## src/rtl/head_sched_pkg.sv

```systemverilog
// Shared types and widths for the head core array operation scheduler.
package head_sched_pkg;

    localparam int OP_CFG_W     = 41;
    localparam int USR_CFG_W    = 12;
    localparam int CTRL_STATE_W = 32;
    // Tags are carried at this width inside the queue and truncated to
    // TAG_WIDTH at the scheduler; TAG_WIDTH must not exceed it.
    localparam int TAG_W_MAX    = 16;

    typedef enum logic [2:0] {
        ST_IDLE  = 3'd0,
        ST_CFG   = 3'd1,
        ST_START = 3'd2,
        ST_BUSY  = 3'd3,
        ST_DONE  = 3'd4
    } sched_state_t;

    typedef struct packed {
        logic [OP_CFG_W-1:0]     op_cfg;
        logic [CTRL_STATE_W-1:0] ctrl_state;
        logic [USR_CFG_W-1:0]    usr_cfg;
        logic                    usr_upd;
        logic [TAG_W_MAX-1:0]    tag;
    } sched_desc_t;

endpackage

```

## src/rtl/sched_desc_fifo.sv

```systemverilog
// Synchronous descriptor queue with flush. The head entry is read
// combinationally so the scheduler can pop straight into its holding
// registers in the same cycle it decides to start the op.
module sched_desc_fifo #(
    parameter int WIDTH = 8,
    parameter int DEPTH = 4
) (
    input  logic             clk,
    input  logic             rst,
    input  logic             flush,
    input  logic             push,
    input  logic             pop,
    input  logic [WIDTH-1:0] wr_data,
    output logic [WIDTH-1:0] rd_data,
    output logic             full,
    output logic             empty,
    output logic             full_next,
    output logic             empty_next
);

    localparam int ADDR_W = (DEPTH > 1) ? $clog2(DEPTH) : 1;
    localparam int CNT_W  = ADDR_W + 1;

    logic [WIDTH-1:0]  mem [DEPTH];
    logic [ADDR_W-1:0] wr_ptr_reg;
    logic [ADDR_W-1:0] rd_ptr_reg;
    logic [CNT_W-1:0]  count_reg;
    logic [CNT_W-1:0]  count_next;
    logic              push_en;
    logic              pop_en;

    assign full       = (count_reg == CNT_W'(DEPTH));
    assign empty      = (count_reg == '0);
    assign full_next  = (count_next == CNT_W'(DEPTH));
    assign empty_next = (count_next == '0);
    assign rd_data    = mem[rd_ptr_reg];

    // Qualify requests: flush wins over both, push is dropped while full.
    always_comb begin
        push_en    = push && !full && !flush;
        pop_en     = pop && !empty && !flush;
        count_next = count_reg;
        if (flush) begin
            count_next = '0;
        end else begin
            case ({push_en, pop_en})
                2'b10:   count_next = count_reg + CNT_W'(1);
                2'b01:   count_next = count_reg - CNT_W'(1);
                default: count_next = count_reg;
            endcase
        end
    end

    // Pointer and occupancy bookkeeping; DEPTH is a power of two so the
    // pointers wrap naturally.
    always_ff @(posedge clk) begin
        if (rst || flush) begin
            wr_ptr_reg <= '0;
            rd_ptr_reg <= '0;
            count_reg  <= '0;
        end else begin
            if (push_en) begin
                wr_ptr_reg <= wr_ptr_reg + ADDR_W'(1);
            end
            if (pop_en) begin
                rd_ptr_reg <= rd_ptr_reg + ADDR_W'(1);
            end
            count_reg <= count_next;
        end
    end

    // Storage write; contents need no reset since occupancy guards reads.
    always_ff @(posedge clk) begin
        if (push_en) begin
            mem[wr_ptr_reg] <= wr_data;
        end
    end

endmodule

```

## src/rtl/head_op_scheduler.sv

```systemverilog
// Sequences queued op descriptors onto the head core array: broadcast
// config, pulse start, wait for finish (or the watchdog), report done.
module head_op_scheduler
    import head_sched_pkg::*;
#(
    parameter int FIFO_DEPTH    = 4,
    parameter int TAG_WIDTH     = 4,
    parameter int CYC_CNT_WIDTH = 24,
    parameter int WDOG_CYCLES   = 2**20
) (
    input  logic                     clk,
    input  logic                     rst,
    input  logic                     cmd_vld,
    output logic                     cmd_rdy,
    input  logic [OP_CFG_W-1:0]      cmd_op_cfg,
    input  logic [CTRL_STATE_W-1:0]  cmd_ctrl_state,
    input  logic [USR_CFG_W-1:0]     cmd_usr_cfg,
    input  logic                     cmd_usr_upd,
    input  logic [TAG_WIDTH-1:0]     cmd_tag,
    input  logic                     abort,
    output logic                     op_cfg_vld,
    output logic [OP_CFG_W-1:0]      op_cfg,
    output logic                     usr_cfg_vld,
    output logic [USR_CFG_W-1:0]     usr_cfg,
    output logic                     control_state_update,
    output logic [CTRL_STATE_W-1:0]  control_state,
    output logic                     start,
    input  logic                     finish,
    output logic                     done_vld,
    output logic [TAG_WIDTH-1:0]     done_tag,
    output logic [CYC_CNT_WIDTH-1:0] done_cycles,
    output logic                     done_timeout,
    output logic                     err_spurious,
    output logic                     busy
);

    localparam int DESC_W = $bits(sched_desc_t);
    localparam logic [CYC_CNT_WIDTH-1:0] WDOG_LIMIT = CYC_CNT_WIDTH'(WDOG_CYCLES - 1);

    function automatic logic [CYC_CNT_WIDTH-1:0] sat_inc(input logic [CYC_CNT_WIDTH-1:0] v);
        return (&v) ? v : v + CYC_CNT_WIDTH'(1);
    endfunction

    sched_state_t               state_reg;
    sched_desc_t                cmd_desc;
    sched_desc_t                fifo_head;
    logic                       fifo_full;
    logic                       fifo_empty;
    logic                       fifo_full_next;
    logic                       fifo_empty_next;
    logic                       push;
    logic                       pop;

    logic                       cmd_rdy_reg;
    logic                       op_cfg_vld_reg;
    logic [OP_CFG_W-1:0]        op_cfg_reg;
    logic                       usr_cfg_vld_reg;
    logic [USR_CFG_W-1:0]       usr_cfg_reg;
    logic                       ctrl_upd_reg;
    logic [CTRL_STATE_W-1:0]    ctrl_state_reg;
    logic                       start_reg;
    logic [TAG_WIDTH-1:0]       tag_reg;
    logic [CYC_CNT_WIDTH-1:0]   cyc_cnt_reg;
    logic                       done_vld_reg;
    logic [TAG_WIDTH-1:0]       done_tag_reg;
    logic [CYC_CNT_WIDTH-1:0]   done_cycles_reg;
    logic                       done_timeout_reg;
    logic                       err_spurious_reg;
    logic                       busy_reg;

    // Assemble the incoming descriptor; the tag is zero-extended into the queue.
    always_comb begin
        cmd_desc            = '0;
        cmd_desc.op_cfg     = cmd_op_cfg;
        cmd_desc.ctrl_state = cmd_ctrl_state;
        cmd_desc.usr_cfg    = cmd_usr_cfg;
        cmd_desc.usr_upd    = cmd_usr_upd;
        cmd_desc.tag        = TAG_W_MAX'(cmd_tag);
    end

    // abort drops a same-cycle push and blocks a same-cycle pop so the
    // flushed head never starts.
    assign push = cmd_vld && cmd_rdy_reg && !abort;
    assign pop  = (state_reg == ST_IDLE) && !fifo_empty && !abort;

    sched_desc_fifo #(
        .WIDTH (DESC_W),
        .DEPTH (FIFO_DEPTH)
    ) u_desc_fifo (
        .clk        (clk),
        .rst        (rst),
        .flush      (abort),
        .push       (push),
        .pop        (pop),
        .wr_data    (cmd_desc),
        .rd_data    (fifo_head),
        .full       (fifo_full),
        .empty      (fifo_empty),
        .full_next  (fifo_full_next),
        .empty_next (fifo_empty_next)
    );

    // Upper tag bits are always zero in the queue when TAG_WIDTH is narrower.
    generate
        if (TAG_WIDTH < TAG_W_MAX) begin : g_tag_pad
            logic unused_tag_hi;
            assign unused_tag_hi = |fifo_head.tag[TAG_W_MAX-1:TAG_WIDTH];
        end
    endgenerate

    // Op sequencer: every output is set on the edge that enters its state so
    // the pulses line up exactly with CFG, START and DONE.
    always_ff @(posedge clk) begin
        if (rst) begin
            state_reg        <= ST_IDLE;
            op_cfg_vld_reg   <= 1'b0;
            op_cfg_reg       <= '0;
            usr_cfg_vld_reg  <= 1'b0;
            usr_cfg_reg      <= '0;
            ctrl_upd_reg     <= 1'b0;
            ctrl_state_reg   <= '0;
            start_reg        <= 1'b0;
            tag_reg          <= '0;
            cyc_cnt_reg      <= '0;
            done_vld_reg     <= 1'b0;
            done_tag_reg     <= '0;
            done_cycles_reg  <= '0;
            done_timeout_reg <= 1'b0;
            busy_reg         <= 1'b0;
        end else begin
            op_cfg_vld_reg   <= 1'b0;
            usr_cfg_vld_reg  <= 1'b0;
            ctrl_upd_reg     <= 1'b0;
            start_reg        <= 1'b0;
            done_vld_reg     <= 1'b0;
            done_timeout_reg <= 1'b0;
            case (state_reg)
                ST_IDLE: begin
                    if (pop) begin
                        state_reg       <= ST_CFG;
                        op_cfg_vld_reg  <= 1'b1;
                        ctrl_upd_reg    <= 1'b1;
                        usr_cfg_vld_reg <= fifo_head.usr_upd;
                        op_cfg_reg      <= fifo_head.op_cfg;
                        ctrl_state_reg  <= fifo_head.ctrl_state;
                        usr_cfg_reg     <= fifo_head.usr_cfg;
                        tag_reg         <= fifo_head.tag[TAG_WIDTH-1:0];
                        busy_reg        <= 1'b1;
                    end else begin
                        busy_reg <= !fifo_empty_next;
                    end
                end
                ST_CFG: begin
                    state_reg   <= ST_START;
                    start_reg   <= 1'b1;
                    cyc_cnt_reg <= '0;
                    busy_reg    <= 1'b1;
                end
                ST_START: begin
                    state_reg <= ST_BUSY;
                    busy_reg  <= 1'b1;
                end
                ST_BUSY: begin
                    busy_reg <= 1'b1;
                    if (finish) begin
                        // Finish wins a tie with the watchdog limit.
                        state_reg       <= ST_DONE;
                        done_vld_reg    <= 1'b1;
                        done_tag_reg    <= tag_reg;
                        done_cycles_reg <= sat_inc(cyc_cnt_reg);
                    end else if (cyc_cnt_reg == WDOG_LIMIT) begin
                        state_reg        <= ST_DONE;
                        done_vld_reg     <= 1'b1;
                        done_timeout_reg <= 1'b1;
                        done_tag_reg     <= tag_reg;
                        done_cycles_reg  <= cyc_cnt_reg;
                    end else begin
                        cyc_cnt_reg <= sat_inc(cyc_cnt_reg);
                    end
                end
                ST_DONE: begin
                    state_reg <= ST_IDLE;
                    busy_reg  <= !fifo_empty_next;
                end
                default: begin
                    state_reg <= ST_IDLE;
                    busy_reg  <= !fifo_empty_next;
                end
            endcase
        end
    end

    // Queue ready tracks next-cycle fullness; finish outside BUSY is sticky.
    always_ff @(posedge clk) begin
        if (rst) begin
            cmd_rdy_reg      <= 1'b0;
            err_spurious_reg <= 1'b0;
        end else begin
            cmd_rdy_reg <= !fifo_full_next;
            if (finish && (state_reg != ST_BUSY)) begin
                err_spurious_reg <= 1'b1;
            end
        end
    end

    assign cmd_rdy              = cmd_rdy_reg;
    assign op_cfg_vld           = op_cfg_vld_reg;
    assign op_cfg               = op_cfg_reg;
    assign usr_cfg_vld          = usr_cfg_vld_reg;
    assign usr_cfg              = usr_cfg_reg;
    assign control_state_update = ctrl_upd_reg;
    assign control_state        = ctrl_state_reg;
    assign start                = start_reg;
    assign done_vld             = done_vld_reg;
    assign done_tag             = done_tag_reg;
    assign done_cycles          = done_cycles_reg;
    assign done_timeout         = done_timeout_reg;
    assign err_spurious         = err_spurious_reg;
    assign busy                 = busy_reg;

endmodule
```

## config.mk

```make
export PLATFORM = sky130hd
export DESIGN_NAME = head_op_scheduler
export DESIGN_NICKNAME = d
export VERILOG_FILES = /design/src/rtl/head_sched_pkg.sv /design/src/rtl/sched_desc_fifo.sv /design/src/rtl/head_op_scheduler.sv
export SDC_FILE = /design/constraint.sdc
export NUM_CORES = 1
export LEC_CHECK = 0
export CORE_MARGIN = 4
export CORE_UTILIZATION = 60
export DETAILED_ROUTE_END_ITERATION = 16
export GPL_ROUTABILITY_DRIVEN = 0
export GPL_TIMING_DRIVEN = 0
export PLACE_DENSITY = 0.85
export SYNTH_ARGS = -nofsm -noshare
export SYNTH_HDL_FRONTEND = slang
export SYNTH_SLANG_ARGS = --single-unit
```

## constraint.sdc

```tcl
create_clock -name clk -period 9.7 [get_ports clk]
set_clock_uncertainty 0.1 [all_clocks]
set_input_delay 2.91 -clock clk [delete_from_list [all_inputs] [get_ports clk]]
set_output_delay 2.91 -clock clk [all_outputs]
set_load 0.01 [all_outputs]
```

==> reports/qor.yml <==
floorplan:
  die_area_um2: 35500
  io_pins: 217
  die_x_um: 188
  die_y_um: 188
  coreArea_um2: 31800
  rows: 65
  start_util_pct: 61.4
logic_synthesis:
  synth-simple-area-share_pct: 7.74
  async_flop_share_pct: 0
  synth_mux_area_share_pct: 10.8
  ys_seq_area_share_pct: 71.9
  synth_top_area_cell: "edfxtp_1"
  synth_area_um2: 19500
  synth_edf_count: 360
  synth-compound-area-share_pct: 6.04
  syn_nets: 1371
  synth_top_family_by_area: "multiplexers"
  postSynthCellCount: 1269
  synthDistinctLibCells: 62
  syn_area_per_cell_um2: 15.4
  synthTopCellsByArea: "edfxtp_1 (55%), dfxtp_1 (17%), mux4_2 (10%), nand2_1 (4.0%), a21oi_1 (2.7%)"
  synth_common_cells: "edfxtp_1 (360), nand2_1 (209), dfxtp_1 (161), a21oi_1 (107), mux4_2 (90)"
  synth_xor_area_share_pct: 0.987
  yosysWarnings: 0
  synth_flop_cell: "edfxtp_1"
  synth_seq_cells: 521
  yosysTopAreaCellShare_pct: 55.4
  synth-adder-area-share_pct: 0.487
  yosysMostFrequentCell: "edfxtp_1"
routing:
  routedWlPerCell_um: 22.5
  drt-initial-drc-count: 1305
  drc: 0
  firstDrtPassIters: 7
  finalWirelength_um: 45400
  ant_nets: 0
  vias: 12000
  viasPerCell: 5.93
timing:
  worst_hold_slack_ns: 0.354
  hold_viol: 0
  worstMarginPinSlew_ns: 0.944
  post-route-min-period_ns: 6.38
  slew_headroom_pct: 36.7
  rsz0062_at_grt: "no"
  setup-tns-final_ns: 0
  fmax_mhz: 157
  finalSetupViolCount: 0
  slew_viol_final: 0
  layout_setup_ws_ns: 3.32
  post-route-period-util_pct: 65.8
power_and_ir_drop:
  power_density_nw_per_um2: 187
  p_leak_nw: 7.64
  p_total_mw: 4.49
  vdd_drop_max_mv: 0.174
global_route:
  antenna_found_initial: 2
  grt_pass1_wl_um: 70300
  grt_overflow: 0
  grt_pass1_vias: 12300
  grt_max_degree: 60
  grtUsageTotal_pct: 25.5
cells_and_area:
  area_growth_syn_to_layout_pct: 22.9
  largest_register_ffs: 360
  nets: 1643
  drive_gt1_share_pct: 13.6
  fin_area_um2: 24000
placement:
  dp_hpwl_um: 28100
  placed_cell_area_um2: 22400
  pre_cts_ws_ns: 2.79
  io_buffers: 216
clocking:
  clkLatencyLatePin_ns: 0.56
  clock_tree.root_cell: "clkbuf_16"
  cts_inserted_buffers: 50
  cts_resized: 0
  clkSinkCount: 521
  cts_tree: "yes"
  postCtsHoldBufs: 0
  cts_max_level: 2
  clk_pin_slew_ns: 0.06
  cts_setup_buffers: 0
  cts.path.max_buffers: 3
setup_path:
  crit_path_end: "busy"
  critPathMaxFanout: 10
  path_class: "in -> reg"
  required_ns: 10.07
  rrSetupSlack_ns: 5.54
  r2r_end: "busy"
  critPathCaptureType: "flop"
  reg2reg_from: "state_reg[1]"
  critPathLaunch: "abort"
  arrival_ns: 6.75
  reg2reg_depth: 14
  worst_setup_path_start_kind: "primary input"
hold_path:
  hold_start: "control_state[13]"
  min_path_type: "reg -> reg"
run:
  cap_violations: 0
status:
  status: "finished, final reports clean"
[metal layers]
metal,wire (um),vias to the layer above,global-route usage [%]
met5,12,-,0
li1,-,5363,-
met1,17300,5912,33.0
met4,1500,2,8.44
met3,3960,99,5.89
met2,22600,596,43.2
[per-stage QoR]
step / cells / utilization, %
floorplan: 1269 / -
global placement: 1920 / 69.9
detailed placement: 1924 / 70.3
CTS: 2018 / 75.5
global route: 2018 / 75.5
finish: 2019 / 75.5
[final cells by class]
type / count / area (um^2)
Buffer: 78 / 354
Sequential cell: 521 / 14000
Fill cell: 1808 / 7790
Multi-Input combinational cell: 656 / 5090
Antenna cell: 1 / 2.50
Timing Repair Buffer: 220 / 2270
Clock inverter: 22 / 226
Inverter: 14 / 52.6
Clock buffer: 72 / 1430
Tap cell: 435 / 544
[kinds of logic (layout without fill, tap and decap cells)]
kind of cell | after synthesis | in the layout
DFF | 521 | 521
buffers and inverters | 92 | 406
muxes | 98 | 98
AOI/OAI and AO/OA | 198 | 198
other | 0 | 1
and+or+nand+nor | 331 | 331
xor gates and xnor gates | 22 | 22
adders and majority gates | 7 | 7
[cells in the final DEF, fill, tap and decap left out, types with 19 or more instances in the layout]
master	n
edfxtp_1	360
clkdlybuf4s50_1	216
nand2_1	209
dfxtp_1	161
a21oi_1	107
mux4_2	90
clkbuf_1	62
clkbuf_16	51
nor2_1	45
o21ai_0	25
buf_2	19
[power breakdown]
| group | internal [mW] | switching, mW | leakage, nW | total, mW |
|---|---|---|---|---|
| logic | 0.0711 | 0.0757 | 2.28 | 0.147 |
| registers | 2.39 | 0.00907 | 4.55 | 2.40 |
| clock network | 1.13 | 0.813 | 0.809 | 1.94 |
[worst min-delay path by stage]
stage | end | slack, ns | cells after the start
after floorplan | tag_reg[0] | 0.34 | 2
after global placement | usr_cfg[8] | 0.34 | 2
after detailed placement | control_state[3] | 0.35 | 2
after CTS | control_state[13] | 0.35 | 2
after global routing | op_cfg[30] | 0.38 | 2
final | control_state[13] | 0.35 | 2
[worst max-delay path, stage by stage]
cell and delay (ns):
clkdlybuf4s50_1 0.59, nand2b_1 0.14, clkbuf_1 0.71, inv_2 0.39
clkbuf_1 0.36, ha_1 0.34, fa_1 0.45, xnor2_1 0.17
nor2_1 0.07, xnor2_1 0.14, or2_2 0.29, a41oi_1 0.18
(Power assumes the default switching activity.)
